==> config.mk <==
export PLATFORM = sky130hd
export DESIGN_NAME = fifo_wr_ptr_ctrl_flat
export DESIGN_NICKNAME = d
export VERILOG_FILES = /design/src/rtl/fifo_wr_ptr_ctrl_if.sv /design/src/rtl/fifo_wr_ptr_ctrl.sv /design/src/flat_wrapper.sv
export SDC_FILE = /design/constraint.sdc
export NUM_CORES = 1
export LEC_CHECK = 0
export ABC_CLOCK_PERIOD_IN_PS = 2600
export BUFFER_PORTS_ARGS = -buffer_cell sky130_fd_sc_hd__buf_2
export CORE_MARGIN = 3
export CORE_UTILIZATION = 25
export DETAILED_ROUTE_END_ITERATION = 7
export HOLD_SLACK_MARGIN = 0.12
export PLACE_DENSITY = 0.51
export REMOVE_ABC_BUFFERS = 1
export SLEW_MARGIN = 5
export SYNTH_ARGS = -nofsm -noshare
export SYNTH_HDL_FRONTEND = slang
export SYNTH_SLANG_ARGS = --single-unit
==> constraint.sdc <==
create_clock -name clk -period 2.6 [get_ports clk]
set_input_delay 0.65 -clock clk [delete_from_list [all_inputs] [get_ports clk]]
set_output_delay 0.65 -clock clk [all_outputs]
set_load 0.01 [all_outputs]
==> src/rtl/fifo_wr_ptr_ctrl_if.sv <==
// rtl/fifo_wr_ptr_ctrl_if.sv - producer-side bundle of the FIFO write-pointer controller
//
// Signals:
//   write       producer write request
//   ovf_clear   clears the sticky overflow flag
//   wr_en       memory write enable (write accepted this cycle)
//   wr_addr     binary memory write address
//   full        registered FIFO-full flag
//   almost_full registered fill level >= threshold
//   wr_level    registered fill level, 0..2^ADDR_WIDTH
//   overflow    sticky flag: write attempted while full
// Modports: master = producer side, slave = controller side.
interface fifo_wr_ptr_ctrl_if #(
    parameter int ADDR_WIDTH = 4
);
    logic                  write;
    logic                  ovf_clear;
    logic                  wr_en;
    logic [ADDR_WIDTH-1:0] wr_addr;
    logic                  full;
    logic                  almost_full;
    logic [ADDR_WIDTH:0]   wr_level;
    logic                  overflow;

    modport master (
        output write,
        output ovf_clear,
        input  wr_en,
        input  wr_addr,
        input  full,
        input  almost_full,
        input  wr_level,
        input  overflow
    );

    modport slave (
        input  write,
        input  ovf_clear,
        output wr_en,
        output wr_addr,
        output full,
        output almost_full,
        output wr_level,
        output overflow
    );
endinterface

==> src/rtl/fifo_wr_ptr_ctrl.sv <==
// rtl/fifo_wr_ptr_ctrl.sv - write-side pointer, full/level flags of an async FIFO
//
// Ports:
//   clk          write-domain clock, rising edge
//   reset_n      synchronous active-low reset
//   rd_ptr_gray  read pointer (Gray) from the read domain, asynchronous to clk
//   wr_ptr       registered Gray write pointer sent to the read domain
//   bus          producer bundle (write, ovf_clear, wr_en, wr_addr, full,
//                almost_full, wr_level, overflow)
// Build option:
//   FIFO_WR_OVERFLOW_FLAG_EN  compiles in the sticky overflow flag; otherwise
//                             overflow is tied to 0 and ovf_clear is ignored.
module fifo_wr_ptr_ctrl #(
    parameter int ADDR_WIDTH         = 4,
    parameter int ALMOST_FULL_THRESH = 12
) (
    input  logic                clk,
    input  logic                reset_n,
    input  logic [ADDR_WIDTH:0] rd_ptr_gray,
    output logic [ADDR_WIDTH:0] wr_ptr,
    fifo_wr_ptr_ctrl_if.slave   bus
);
    localparam logic [ADDR_WIDTH:0] AF_THRESH = (ADDR_WIDTH+1)'(ALMOST_FULL_THRESH);

    logic [ADDR_WIDTH:0] bin_q, bin_d;
    logic [ADDR_WIDTH:0] gptr_q, gptr_d;
    logic [ADDR_WIDTH:0] rq1_q, rq1_d;
    logic [ADDR_WIDTH:0] rq2_q, rq2_d;
    logic [ADDR_WIDTH:0] level_q, level_d;
    logic                full_q, full_d;
    logic                af_q, af_d;
    logic                ovf_q, ovf_d;
    logic                in_reset_q, in_reset_d;

    logic                accept;
    logic [ADDR_WIDTH:0] bnext;
    logic [ADDR_WIDTH:0] gnext;
    logic [ADDR_WIDTH:0] rbin;
    logic [ADDR_WIDTH:0] level_next;
    logic [ADDR_WIDTH:0] full_cmp;

    always_comb begin
        // in_reset_q holds writes off until the first edge after reset release
        accept     = bus.write & ~full_q & ~in_reset_q;
        bnext      = bin_q + {{ADDR_WIDTH{1'b0}}, accept};
        gnext      = (bnext >> 1) ^ bnext;

        // Gray to binary: each binary bit is the XOR of all Gray bits at or above it
        rbin = '0;
        for (int i = 0; i <= ADDR_WIDTH; i++) begin
            rbin[i] = ^(rq2_q >> i);
        end

        level_next = bnext - rbin;
        // Full when the write pointer has lapped the read pointer exactly once:
        // top two Gray bits inverted, remainder equal.
        full_cmp   = {~rq2_q[ADDR_WIDTH:ADDR_WIDTH-1], rq2_q[ADDR_WIDTH-2:0]};

        bin_d      = bnext;
        gptr_d     = gnext;
        rq1_d      = rd_ptr_gray;
        rq2_d      = rq1_q;
        level_d    = level_next;
        full_d     = (gnext == full_cmp);
        af_d       = (level_next >= AF_THRESH);
        in_reset_d = 1'b0;
`ifdef FIFO_WR_OVERFLOW_FLAG_EN
        // Set takes priority over clear in the same cycle
        ovf_d      = (bus.write & full_q) | (ovf_q & ~bus.ovf_clear);
`else
        ovf_d      = 1'b0;
`endif

        if (!reset_n) begin
            bin_d      = '0;
            gptr_d     = '0;
            rq1_d      = '0;
            rq2_d      = '0;
            level_d    = '0;
            full_d     = 1'b0;
            af_d       = 1'b0;
            ovf_d      = 1'b0;
            in_reset_d = 1'b1;
        end
    end

    always_ff @(posedge clk) begin
        bin_q      <= bin_d;
        gptr_q     <= gptr_d;
        rq1_q      <= rq1_d;
        rq2_q      <= rq2_d;
        level_q    <= level_d;
        full_q     <= full_d;
        af_q       <= af_d;
        ovf_q      <= ovf_d;
        in_reset_q <= in_reset_d;
    end

`ifndef FIFO_WR_OVERFLOW_FLAG_EN
    logic unused_ovf_clear;
    assign unused_ovf_clear = bus.ovf_clear;
`endif

    assign wr_ptr          = gptr_q;
    assign bus.wr_en       = accept;
    assign bus.wr_addr     = bin_q[ADDR_WIDTH-1:0];
    assign bus.full        = full_q;
    assign bus.almost_full = af_q;
    assign bus.wr_level    = level_q;
    assign bus.overflow    = ovf_q;
endmodule
==> src/flat_wrapper.sv <==
// flat-port wrapper written by rule: the top's interface ports become plain ports
module fifo_wr_ptr_ctrl_flat 
#(
    parameter int ADDR_WIDTH         = 4,
    parameter int ALMOST_FULL_THRESH = 12
)
  (clk, reset_n, rd_ptr_gray, wr_ptr, bus_write, bus_ovf_clear, bus_wr_en, bus_wr_addr, bus_full, bus_almost_full, bus_wr_level, bus_overflow);
  fifo_wr_ptr_ctrl_if #(.ADDR_WIDTH(ADDR_WIDTH)) bus_i ();
  input  logic clk;
  input  logic reset_n;
  input  logic [ADDR_WIDTH:0] rd_ptr_gray;
  output logic [ADDR_WIDTH:0] wr_ptr;
  input wire logic [$bits(bus_i.write)-1:0] bus_write;
  input wire logic [$bits(bus_i.ovf_clear)-1:0] bus_ovf_clear;
  output wire logic [$bits(bus_i.wr_en)-1:0] bus_wr_en;
  output wire logic [$bits(bus_i.wr_addr)-1:0] bus_wr_addr;
  output wire logic [$bits(bus_i.full)-1:0] bus_full;
  output wire logic [$bits(bus_i.almost_full)-1:0] bus_almost_full;
  output wire logic [$bits(bus_i.wr_level)-1:0] bus_wr_level;
  output wire logic [$bits(bus_i.overflow)-1:0] bus_overflow;
  assign bus_i.write = bus_write;
  assign bus_i.ovf_clear = bus_ovf_clear;
  assign bus_wr_en = bus_i.wr_en;
  assign bus_wr_addr = bus_i.wr_addr;
  assign bus_full = bus_i.full;
  assign bus_almost_full = bus_i.almost_full;
  assign bus_wr_level = bus_i.wr_level;
  assign bus_overflow = bus_i.overflow;
  fifo_wr_ptr_ctrl #(.ADDR_WIDTH(ADDR_WIDTH), .ALMOST_FULL_THRESH(ALMOST_FULL_THRESH)) u_core (.clk(clk), .reset_n(reset_n), .rd_ptr_gray(rd_ptr_gray), .wr_ptr(wr_ptr), .bus(bus_i));
endmodule
[Word level (Yosys, flattened, before mapping)]
Index checks and enable logic that the tools add are counted.
Widths: inputs -> output; s select.
Storage, ports and cells
  flip-flop bits (word level): 28
  output and inout port bits: 18
  word-level logic and storage cells: 24
Operators by class
  $add $sub $neg: 2
  $lt $le $gt $ge: 1
  equal/unequal tests: 1
  mux-type cells: 1
  bitwise logic cells: 6
  reductions and logical operators: 5
Operators with widths (count)
  $reduce_xor 5->1: 5
  $add 5x1->5: 1
  $eq 5x5->1: 1
  $ge 5x4->1 const B: 1
  $sub 5x5->5: 1
  $xor 4x5->5: 1
  $and 1x1->1: 2
  $not 1->1: 2
  $not 2->2: 1
  $mux 1: 1

[Longest topological paths before layout]
Gate-level depths: netlist of run 1.
  word-level depth: 6
  mapped depth: 11

[Worst setup path before layout of run 1]
No wires, ideal clock.
  kind: input to register
  from: in bus_write
  to: reg u_core.af_q, in the netlist u_core.bus.almost_full
  setup time: 0.114 ns
  data arrival time: 3.002 ns
  data required time: 2.486 ns
  path slack: -0.515 ns
  stages on the path: 10
  cells stage by stage: nor3b_1 > ha_1 > nand3_1 > xor2_1 > inv_1 > ha_1 > and3b_1 > a2111oi_0 > nand2_1 > a21o_1
Between the ends
  cells in the longest elaborated chain, start to end: 5
Ends and longest elaborated chain
  from (decl): RTL line flat_wrapper.sv:13  | input wire logic [$bits(bus_i.write)-1:0] bus_write;
  $and 1x1->1 (2 in series): RTL line fifo_wr_ptr_ctrl.sv:44  | accept = bus.write & ~full_q & ~in_reset_q;
  $add 5x1->5: RTL line fifo_wr_ptr_ctrl.sv:45  | bnext = bin_q + {{ADDR_WIDTH{1'b0}}, accept};
  named net u_core.bnext[3]: RTL line fifo_wr_ptr_ctrl.sv:36  | logic [ADDR_WIDTH:0] bnext;
  $sub 5x5->5: RTL line fifo_wr_ptr_ctrl.sv:54  | level_next = bnext - rbin;
  $ge 5x4->1: RTL line fifo_wr_ptr_ctrl.sv:65  | af_d = (level_next >= AF_THRESH);
  to (signal assigned): RTL line fifo_wr_ptr_ctrl.sv:94  | af_q <= af_d;
  to (decl): RTL line fifo_wr_ptr_ctrl.sv:31  | logic af_q, af_d;
The timed path passes the listed nets, and every way through them passes these cells.
A chain may end at the register's enable or synchronous reset.

[Final worst setup path of run 1]
Same ends and word-level chain as after synthesis.

==> results.json, run 1 <==
{
  "syn_inst": 117,
  "grt_pass1_vias": 802,
  "pin_count": 27,
  "die_w_um": 75.32,
  "synth_warnings": 0,
  "cap_violations": 0,
  "power_density_nw_per_um2": 567.0,
  "worstReg2RegEnd": "u_core.bus.almost_full$_SDFF_PN0_",
  "areaGrowthSynthToFinish_pct": 36.25,
  "rr_startpoint": "u_core.rq2_q[3]$_SDFF_PN0_",
  "final_core_util_pct": 36.33,
  "hold_path_end": "u_core.rq2_q[0]$_SDFF_PN0_",
  "reg2reg_depth": 10,
  "synth_area_um2": 1201,
  "wire_per_inst_um": 11.12,
  "vias": 844,
  "row_count": 24,
  "gp_congestion": 0.7292,
  "clk_path_buf_depth": 2,
  "num_antenna_cells": 0,
  "synth-edff-count": 0,
  "grt_pass1_wl_um": 3739,
  "fmax_ghz": 0.3986,
  "drt_first_pass_iters": 4,
  "ys.flop_type": "dfxtp_1",
  "clk_latency_ns": 0.27,
  "dr.first_iter.drc_count": 40,
  "ant_nets": 0,
  "cp.required_ns": 2.83,
  "antenna_found_initial": 0,
  "ys_ff_latch": 27,
  "worstPathMaxFanout": 5,
  "vdd_drop_max_uv": 202.4,
  "async_flop_share_pct": 0,
  "overflow": 0,
  "setup_slack_ns": 0.09135,
  "io_buffers": 24,
  "dp_hpwl_um": 1692,
  "final_common_cell": "dfxtp_1",
  "dieArea_um2": 5672,
  "fin_crit_sh_pct": 96.49,
  "drive_above_1_share_pct": 39.47,
  "cts_tree": "done",
  "final_cell_mix": "dfxtp_1, buf_2, and2_1, buf_4, nor2_1",
  "synth-seq-area-share_pct": 45.00,
  "final-max-slew-violation-count": 0,
  "drt-total-wl_um": 2268,
  "hold_class": "reg2reg",
  "grt_max_degree": 20,
  "rsz0062_at_grt": "yes",
  "status": "finished, final reports clean",
  "cp.arrival_ns": 2.74,
  "p_leak_nw": 0.7198,
  "place_area_um2": 1441,
  "fin_crit_ns": 2.509,
  "cts_buffers": 3,
  "fillers": 460,
  "rrSetupSlack_ns": 0.14,
  "fin_skew_ns": 0.004400,
  "clock-sinks": 27,
  "power_mw": 0.9279,
  "drc": 0,
  "nNetsFinal": 168,
  "syn_avg_cell_area_um2": 10.27,
  "setup_viol": 0,
  "worstSetupPathType": "in2reg",
  "pre_cts_slack_ns": -0.5171,
  "min_path_cells": 1,
  "cts_root_buf": "clkbuf_8",
  "end_kind": "flop",
  "initial_utilization_pct": 26.67,
  "clk_pin_slew_ns": 0.09,
  "h-tree-depth": 1,
  "hold_ws_ns": 0.4367,
  "grtUsageTotal_pct": 8.807,
  "cp-start-kind": "input port",
  "vias_per_cell": 4.137,
  "core_um2": 4504,
  "hp-start": "u_core.rq1_q[0]$_SDFF_PN0_",
  "hold_viol": 0,
  "cts_hold_repair.buffers": 0,
  "synth_cell_type_count": 32,
  "die_h_um": 75.32,
  "final_area_um2": 1637
}
-- routing by layer --
layer | GRT usage (%) | part of all wire [%]
met5 | 0 | 0
met4 | 5.825 | 3.1
met3 | 1.847 | 5.6
met2 | 12.85 | 45
met1 | 11.69 | 46
-- power breakdown --
group          total [mW]  switching, mW  internal [mW]
Combinational       0.236          0.109          0.127
Sequential          0.457         0.0114          0.445
Clock               0.235          0.126          0.110
Total               0.928          0.246          0.682
-- critical path, cell delays in order --
cell and delay [ns]:
buf_2 0.08, nor3b_4 0.18, ha_2 0.24, ha_4 0.17, xor2_4 0.16, ha_1 0.27, buf_4 0.17, o21a_1 0.10
o21a_1 0.17, o22ai_2 0.17, mux2i_2 0.26, a21o_1 0.10
-- registers in the layout, summed over array words and instances, names as in the netlist --
name                    cells
u_core.bin_q                4
u_core.bus.almost_full      1
u_core.bus.full             1
u_core.bus.wr_level         5
u_core.in_reset_q           1
u_core.rq1_q                5
u_core.rq2_q                5
u_core.wr_ptr               5
-- how the worst max path moves through the flow --
stage | start | to | slack, ns | cells after the start
floorplan | bus_write | u_core.bus.almost_full$_SDFF_PN0_ | -0.52 | 10
global placement | bus_write | u_core.bus.almost_full$_SDFF_PN0_ | -0.38 | 12
detailed placement | bus_write | u_core.bus.almost_full$_SDFF_PN0_ | -0.52 | 12
CTS | bus_write | u_core.bus.almost_full$_SDFF_PN0_ | 0.002 | 12
global route | u_core.rq2_q[3]$_SDFF_PN0_ | u_core.bus.almost_full$_SDFF_PN0_ | -0.04 | 10
finish | bus_write | u_core.bus.almost_full$_SDFF_PN0_ | 0.09 | 12
-- cells by family after synthesis --
logic type               count (synthesis)  synth area share, %
AO/OA/AOI/OAI                            9                5.104
XOR/XNOR                                16                15.42
adder cells (fa/ha/maj)                  6                6.250
buffers and inverters                    8                2.916
flip-flops                              27                45.00
multiplexers                             4                3.438
other                                    1               0.3122
AND/OR/NAND/NOR                         46                21.56
-- synthesized netlist by cell type (all sizes together) (4+ instances only) --
library cell / n / area share [%]
xnor2: 10 / 9.2
nor2: 8 / 2.5
nor2b: 5 / 2.6
a21oi: 4 / 2.0
ha: 6 / 6.2
and2: 15 / 7.8
inv: 4 / 1.2
dfxtp: 27 / 45
xor2: 5 / 4.3
nand2: 4 / 1.2
-- what timing repair did --
item,4_1_cts,5_1_grt
setup endpoints to repair,3,3
buffers inserted,0,1
resized for setup,6,19
pin swaps,0,8
cloned,0,0
-- stage by stage --
stage	setup TNS, ns	std cells
3_5_place_dp	-1.210	199
5_1_grt	-0.04265	204
3_3_place_gp	-0.8319	199
6_report	0	204
4_1_cts	0	203
2_1_floorplan	-1.141	113
-- final cells by class --
cell class / instances / area, um^2 / area share [%]
clock buffer: 4 / 45.04 / 2.752
inverter: 4 / 15.01 / 0.9174
multi-input combinational: 82 / 762.0 / 46.56
sequential: 27 / 543.0 / 33.18
tap: 52 / 65.06 / 3.976
timing repair buffer: 35 / 206.4 / 12.61
(Power assumes the default switching activity.)
==> inputs of run 2 (changes only) <==
--- a/config.mk
+++ b/config.mk
@@ -7,11 +7,13 @@
 export LEC_CHECK = 0
 export ABC_CLOCK_PERIOD_IN_PS = 2600
 export BUFFER_PORTS_ARGS = -buffer_cell sky130_fd_sc_hd__buf_2
+export CELL_PAD_IN_SITES_DETAIL_PLACEMENT = 2
+export CELL_PAD_IN_SITES_GLOBAL_PLACEMENT = 2
 export CORE_MARGIN = 3
 export CORE_UTILIZATION = 25
 export DETAILED_ROUTE_END_ITERATION = 7
 export HOLD_SLACK_MARGIN = 0.12
-export PLACE_DENSITY = 0.51
+export PLACE_DENSITY = 0.7
 export REMOVE_ABC_BUFFERS = 1
 export SLEW_MARGIN = 5
 export SYNTH_ARGS = -nofsm -noshare
==> run 2 against run 1 <==
Non-clock buffer count unchanged. First-iteration DRC count decreased by 23%. Worst setup slack lost 0.053 ns. Global-route usage increased by 2.7 points.
==> results.json, run 2 (same netlist as run 1, synthesis figures left out) <==
{
  "seqPwrFrac_pct": 49.1,
  "status": "finished, final reports clean",
  "hold_path_end": "u_core.rq2_q[3]$_SDFF_PN0_",
  "grt_max_degree": 20,
  "areaGrowthSynthToFinish_pct": 33.33,
  "cp.required_ns": 2.82,
  "cts_hold_repair.buffers": 0,
  "wire_per_inst_um": 14.33,
  "vias": 928,
  "setup_slack_ns": 0.03859,
  "rr_startpoint": "u_core.rq2_q[4]$_SDFF_PN0_",
  "drt-total-wl_um": 2923,
  "end_kind": "flop",
  "clk_pin_slew_ns": 0.08,
  "grt_pass1_vias": 985,
  "p_leak_nw": 0.7195,
  "clk_latency_ns": 0.27,
  "fin_skew_ns": 0.004147,
  "p_comb_share_pct": 26.0,
  "drive_above_1_share_pct": 38.16,
  "cp.arrival_ns": 2.78,
  "worstReg2RegEnd": "u_core.bus.almost_full$_SDFF_PN0_",
  "fin_tns_setup_ns": 0,
  "dr.first_iter.drc_count": 31,
  "worstSetupPathType": "in2reg",
  "cp-start-kind": "input port",
  "clock-sinks": 27,
  "die_w_um": 75.32,
  "pin_count": 27,
  "drc": 0,
  "cts_buffers": 3,
  "pwr-share-clk_pct": 24.9,
  "fin_cells": 204,
  "core_um2": 4504,
  "vdd_drop_max_uv": 219.1,
  "initial_utilization_pct": 26.67,
  "hold_class": "reg2reg",
  "overflow": 0,
  "fmax_ghz": 0.3904,
  "hold_viol": 0,
  "io_buffers": 24,
  "rsz0062_at_grt": "yes",
  "cts_tree": "done",
  "h-tree-depth": 1,
  "grtUsageTotal_pct": 11.49,
  "final-max-slew-violation-count": 0,
  "power_density_nw_per_um2": 580.5,
  "hp-start": "u_core.rq1_q[3]$_SDFF_PN0_",
  "ant_nets": 0,
  "dieArea_um2": 5672,
  "die_h_um": 75.32,
  "rrSetupSlack_ns": 0.14,
  "vias_per_cell": 4.549,
  "min_path_cells": 1,
  "fin_crit_sh_pct": 98.52,
  "cap_violations": 0,
  "nNetsFinal": 168,
  "cts_root_buf": "clkbuf_8",
  "clk_path_buf_depth": 2,
  "final_common_cell": "dfxtp_1",
  "pre_cts_slack_ns": -0.4807,
  "setup_viol": 0,
  "worstPathMaxFanout": 5,
  "final_cell_mix": "dfxtp_1, buf_2, and2_1, buf_4, nor2_1",
  "hold_ws_ns": 0.4415,
  "num_antenna_cells": 0,
  "drt_first_pass_iters": 4,
  "internal_power_mw": 0.6812,
  "antenna_found_initial": 0,
  "placedCellCount": 198,
  "fin_crit_ns": 2.561,
  "switchingPower_mw": 0.2484,
  "gp_congestion": 0.7378,
  "grt_pass1_wl_um": 4940,
  "switching_share_pct": 26.72,
  "reg2reg_depth": 10,
  "row_count": 24,
  "dp_hpwl_um": 2194
}
-- run 2: layer usage --
metal	global-route usage (%)	up-vias	part of all wire [%]
met5	0	-	0
met4	2.913	0	0.86
met3	3.166	5	4.8
met2	20.81	22	53
met1	13.32	456	41
li1	-	445	-
-- run 2: power groups by stage --
| stage | sequential, mW | clock, mW | combinational, mW |
|---|---|---|---|
| final | 0.457 | 0.231 | 0.242 |
| after detailed placement | 0.465 | 0 | 0.209 |
| after global routing | 0.461 | 0.266 | 0.270 |
| after global placement | 0.464 | 0 | 0.199 |
| after floorplan | 0.478 | 0 | 0.112 |
| after CTS | 0.457 | 0.252 | 0.231 |
-- run 2: area by class of cell --
type,count,area (um^2)
Fill cell,503,2903
Multi-Input combinational cell,82,732.0
Sequential cell,27,541.8
Timing Repair Buffer,35,202.7
Tap cell,52,65.06
Clock buffer,4,45.04
Inverter,4,15.01
-- run 2: timing repair --
item,in CTS,in global routing
endpoints found under the setup margin,3,3
resized for setup,10,10
pin swaps,3,6
buffers inserted,1,1
-- run 2: worst max path at each step --
stage / end / depth (start not counted) / from
floorplan: u_core.bus.almost_full$_SDFF_PN0_ / 10 / bus_write
global placement: u_core.bus.almost_full$_SDFF_PN0_ / 12 / bus_write
detailed placement: u_core.bus.almost_full$_SDFF_PN0_ / 12 / bus_write
CTS: u_core.bus.almost_full$_SDFF_PN0_ / 12 / bus_write
global route: u_core.bus.almost_full$_SDFF_PN0_ / 12 / bus_write
finish: u_core.bus.almost_full$_SDFF_PN0_ / 12 / bus_write
-- run 2: stage by stage --
step	power, mW	util, %	cell area, um^2
floorplan	0.5893	-	1181
global route	0.9977	35.56	1602
detailed placement	0.6745	31.83	1434
global placement	0.6628	31.83	1434
finish	0.9296	35.56	1602
CTS	0.9396	34.28	1544
-- run 2: critical path: stages --
cell and delay (ns):
buf_2 0.10, nor3b_4 0.14, ha_2 0.21, ha_4 0.18
xor2_2 0.18, ha_1 0.30, buf_4 0.17, o21a_1 0.11
o21a_1 0.17, o22ai_2 0.17, mux2i_2 0.28, a21o_1 0.12
==> inputs of run 3 (changes only) <==
--- a/config.mk
+++ b/config.mk
@@ -5,6 +5,7 @@
 export SDC_FILE = /design/constraint.sdc
 export NUM_CORES = 1
 export LEC_CHECK = 0
+export ABC_AREA = 1
 export ABC_CLOCK_PERIOD_IN_PS = 2600
 export BUFFER_PORTS_ARGS = -buffer_cell sky130_fd_sc_hd__buf_2
 export CELL_PAD_IN_SITES_DETAIL_PLACEMENT = 2
@@ -13,7 +14,7 @@
 export CORE_UTILIZATION = 25
 export DETAILED_ROUTE_END_ITERATION = 7
 export HOLD_SLACK_MARGIN = 0.12
-export PLACE_DENSITY = 0.7
+export PLACE_DENSITY = 0.75
 export REMOVE_ABC_BUFFERS = 1
 export SLEW_MARGIN = 5
 export SYNTH_ARGS = -nofsm -noshare
==> run 3 against run 2 <==
Sequential power is 0.9% lower. Worst setup slack better by 0.22 ns. Largest power group unchanged. Critical path type unchanged. Final cell count is 27% higher. Sequential share of layout area is 1.3 points higher. Sequential cell count stayed put. Routed wire length is 5.6% lower. Count of clock-buffer cells in the layout stayed put. Synthesized cell count is 38% higher. Die area is 4.1% higher. Maximum frequency is 9.2% higher. Clock power hardly changed.
==> results.json, run 3 <==
{
  "grtUsageMet3_pct": 3.169,
  "endpoint": "u_core.bus.almost_full$_SDFF_PN0_",
  "grt_pass1_wl_um": 4988,
  "rr_startpoint": "u_core.bus.full$_SDFF_PN0_",
  "gr-usage-met2_pct": 18.82,
  "setup_viol": 0,
  "syn_avg_cell_area_um2": 7.795,
  "cp.required_ns": 2.77,
  "h-tree-depth": 1,
  "seqCellArea_um2": 540.5,
  "antenna_found_initial": 0,
  "final-max-slew-violation-count": 0,
  "cp_cell_sequence": "buf_2 -> nor3b_1 -> ha_1 -> ha_1 -> xnor2_2 -> inv_2 -> ha_1 -> inv_1 -> nor2_1 -> nand3_1 -> nand2_1 -> nand2_1 -> nand3_1 -> nand2_1",
  "yosys.cell_count.top_type": "nand2_1",
  "dp_hpwl_um": 2221,
  "synth-seq-area-share_pct": 43.07,
  "num_antenna_cells": 0,
  "cap_violations": 0,
  "worstPathMaxFanout": 4,
  "die_h_um": 76.85,
  "crit_start": "bus_write",
  "synth_top_area_share_pct": 43.07,
  "grtUsageTotal_pct": 10.28,
  "core_um2": 4786,
  "cts_setup_buffers": 0,
  "pin_count": 27,
  "final_cell_mix": "nand2_1, inv_1, dfxtp_1, buf_2, nor2_1",
  "hold_ws_ns": 0.4229,
  "worstSetupPathType": "in2reg",
  "drive_above_1_share_pct": 28.50,
  "syn_inst": 161,
  "cts-resized-gates": 0,
  "vdd_drop_max_uv": 256.8,
  "cts_buffers": 3,
  "hold_viol": 0,
  "multi_input_area_um2": 564.3,
  "grt-busiest-layer": "met2",
  "cts_root_buf": "clkbuf_8",
  "synth_area_um2": 1255,
  "die_w_um": 76.85,
  "yosys-top-cells-count": "nand2_1, inv_1, dfxtp_1, nor2_1, nand3_1",
  "fin_skew_ns": 0.003015,
  "worstReg2RegEnd": "u_core.bus.almost_full$_SDFF_PN0_",
  "cpMaxStageDelayCell": "ha_1",
  "final_core_util_pct": 32.13,
  "clk_pin_slew_ns": 0.09,
  "synth-edff-count": 0,
  "power_mw": 0.8500,
  "nNetsFinal": 209,
  "fmax_ghz": 0.4262,
  "dr.first_iter.drc_count": 29,
  "grt_pass1_vias": 1144,
  "ys.flop_type": "dfxtp_1",
  "final_common_cell": "nand2_1",
  "clk_path_buf_depth": 2,
  "status": "finished, final reports clean",
  "wire_per_inst_um": 10.61,
  "synth_cell_type_count": 25,
  "overflow": 0,
  "rrSetupSlack_ns": 0.38,
  "cts_tree": "done",
  "power_density_nw_per_um2": 552.7,
  "drc": 0,
  "synth_area_leaders": "dfxtp_1, nand2_1, inv_1",
  "dieArea_um2": 5906,
  "grt_max_degree": 18,
  "cp.arrival_ns": 2.52,
  "vias_per_cell": 4.104,
  "initial_utilization_pct": 26.22,
  "drt-total-wl_um": 2759,
  "cp-start-kind": "input port",
  "hold_class": "reg2reg",
  "io_buffers": 24,
  "ant_nets": 0,
  "p_leak_nw": 0.8653,
  "max_stage_delay_ns": 0.34,
  "rsz0062_at_grt": "no",
  "fin_tns_setup_ns": 0,
  "clk_latency_ns": 0.27,
  "clock-sinks": 27,
  "vias": 1067,
  "fillers": 593,
  "reg2reg_depth": 13,
  "fin_crit_sh_pct": 90.23,
  "ys_ff_latch": 27,
  "async_flop_share_pct": 0,
  "row_count": 25,
  "synth_warnings": 0,
  "end_kind": "flop",
  "areaGrowthSynthToFinish_pct": 22.53,
  "cts_hold_repair.buffers": 0,
  "gp_congestion": 0.7043,
  "fin_crit_ns": 2.346,
  "grt_use_met1_pct": 11.84,
  "synth_area_leader_cell": "dfxtp_1",
  "drt_first_pass_iters": 2
}
-- run 3: changes by cell type in the layout (fill, tap and decap cells not counted), moves of 4 or more --
cell	before	now
inv_1	2	28
nand2_2	0	5
nor2b_1	4	0
xnor2_1	7	3
nand3_1	2	7
ha_1	2	6
and2_1	15	0
nand2_1	4	45
-- run 3: layout make-up --
type | count | share of cell area [%]
clock buffer | 4 | 2.929
inverter | 33 | 8.055
multi-input combinational | 97 | 36.70
sequential | 27 | 35.15
tap | 67 | 5.452
timing repair buffer | 32 | 11.72
-- run 3: how the worst min path moves through the flow --
stage                                    start                         end  slack (ns)  cells after the start
global placement    u_core.rq1_q[4]$_SDFF_PN0_  u_core.rq2_q[4]$_SDFF_PN0_        0.39                      2
global route        u_core.rq1_q[1]$_SDFF_PN0_  u_core.rq2_q[1]$_SDFF_PN0_        0.45                      2
finish              u_core.rq1_q[2]$_SDFF_PN0_  u_core.rq2_q[2]$_SDFF_PN0_        0.42                      2
CTS                 u_core.rq1_q[3]$_SDFF_PN0_  u_core.rq2_q[3]$_SDFF_PN0_        0.43                      2
detailed placement  u_core.rq1_q[1]$_SDFF_PN0_  u_core.rq2_q[1]$_SDFF_PN0_        0.41                      2
floorplan           u_core.rq1_q[0]$_SDFF_PN0_  u_core.rq2_q[0]$_SDFF_PN0_        0.39                      2
-- run 3: cell families after synthesis --
kind of cell	synth area share, %
AOI/OAI and AO/OA	0.7976
xor gates and xnor gates	9.373
adders and majority gates	5.982
buffers and inverters	11.96
DFF	43.07
other	0.2988
and+or+nand+nor	28.51
-- run 3: through the flow --
step / setup slack [ns] / cell area, um^2 / instances
4_1_cts: 0.2179 / 1538 / 260
3_3_place_gp: -0.03530 / 1493 / 256
2_1_floorplan: -0.01503 / 1229 / 157
3_5_place_dp: -0.08039 / 1493 / 256
6_report: 0.2539 / 1538 / 260
5_1_grt: 0.05548 / 1538 / 260
-- run 3: metal layers --
metal	vias up	part of all wire [%]
met5	-	0
met4	0	0.54
met3	2	4.2
met2	19	51
met1	514	45
li1	532	-
-- run 3: critical path: cells and delay by family --
family	cells	cell delay, ns
XOR/XNOR	1	0.15
adder cells (fa/ha/maj)	3	0.82
buffers and inverters	3	0.19
AND/OR/NAND/NOR	7	0.70
-- run 3: power by group --
group	internal, mW	total (mW)	switching, mW
Sequential	0.442	0.453	0.0106
Clock	0.110	0.234	0.125
Combinational	0.0674	0.163	0.0954
Total	0.619	0.850	0.231
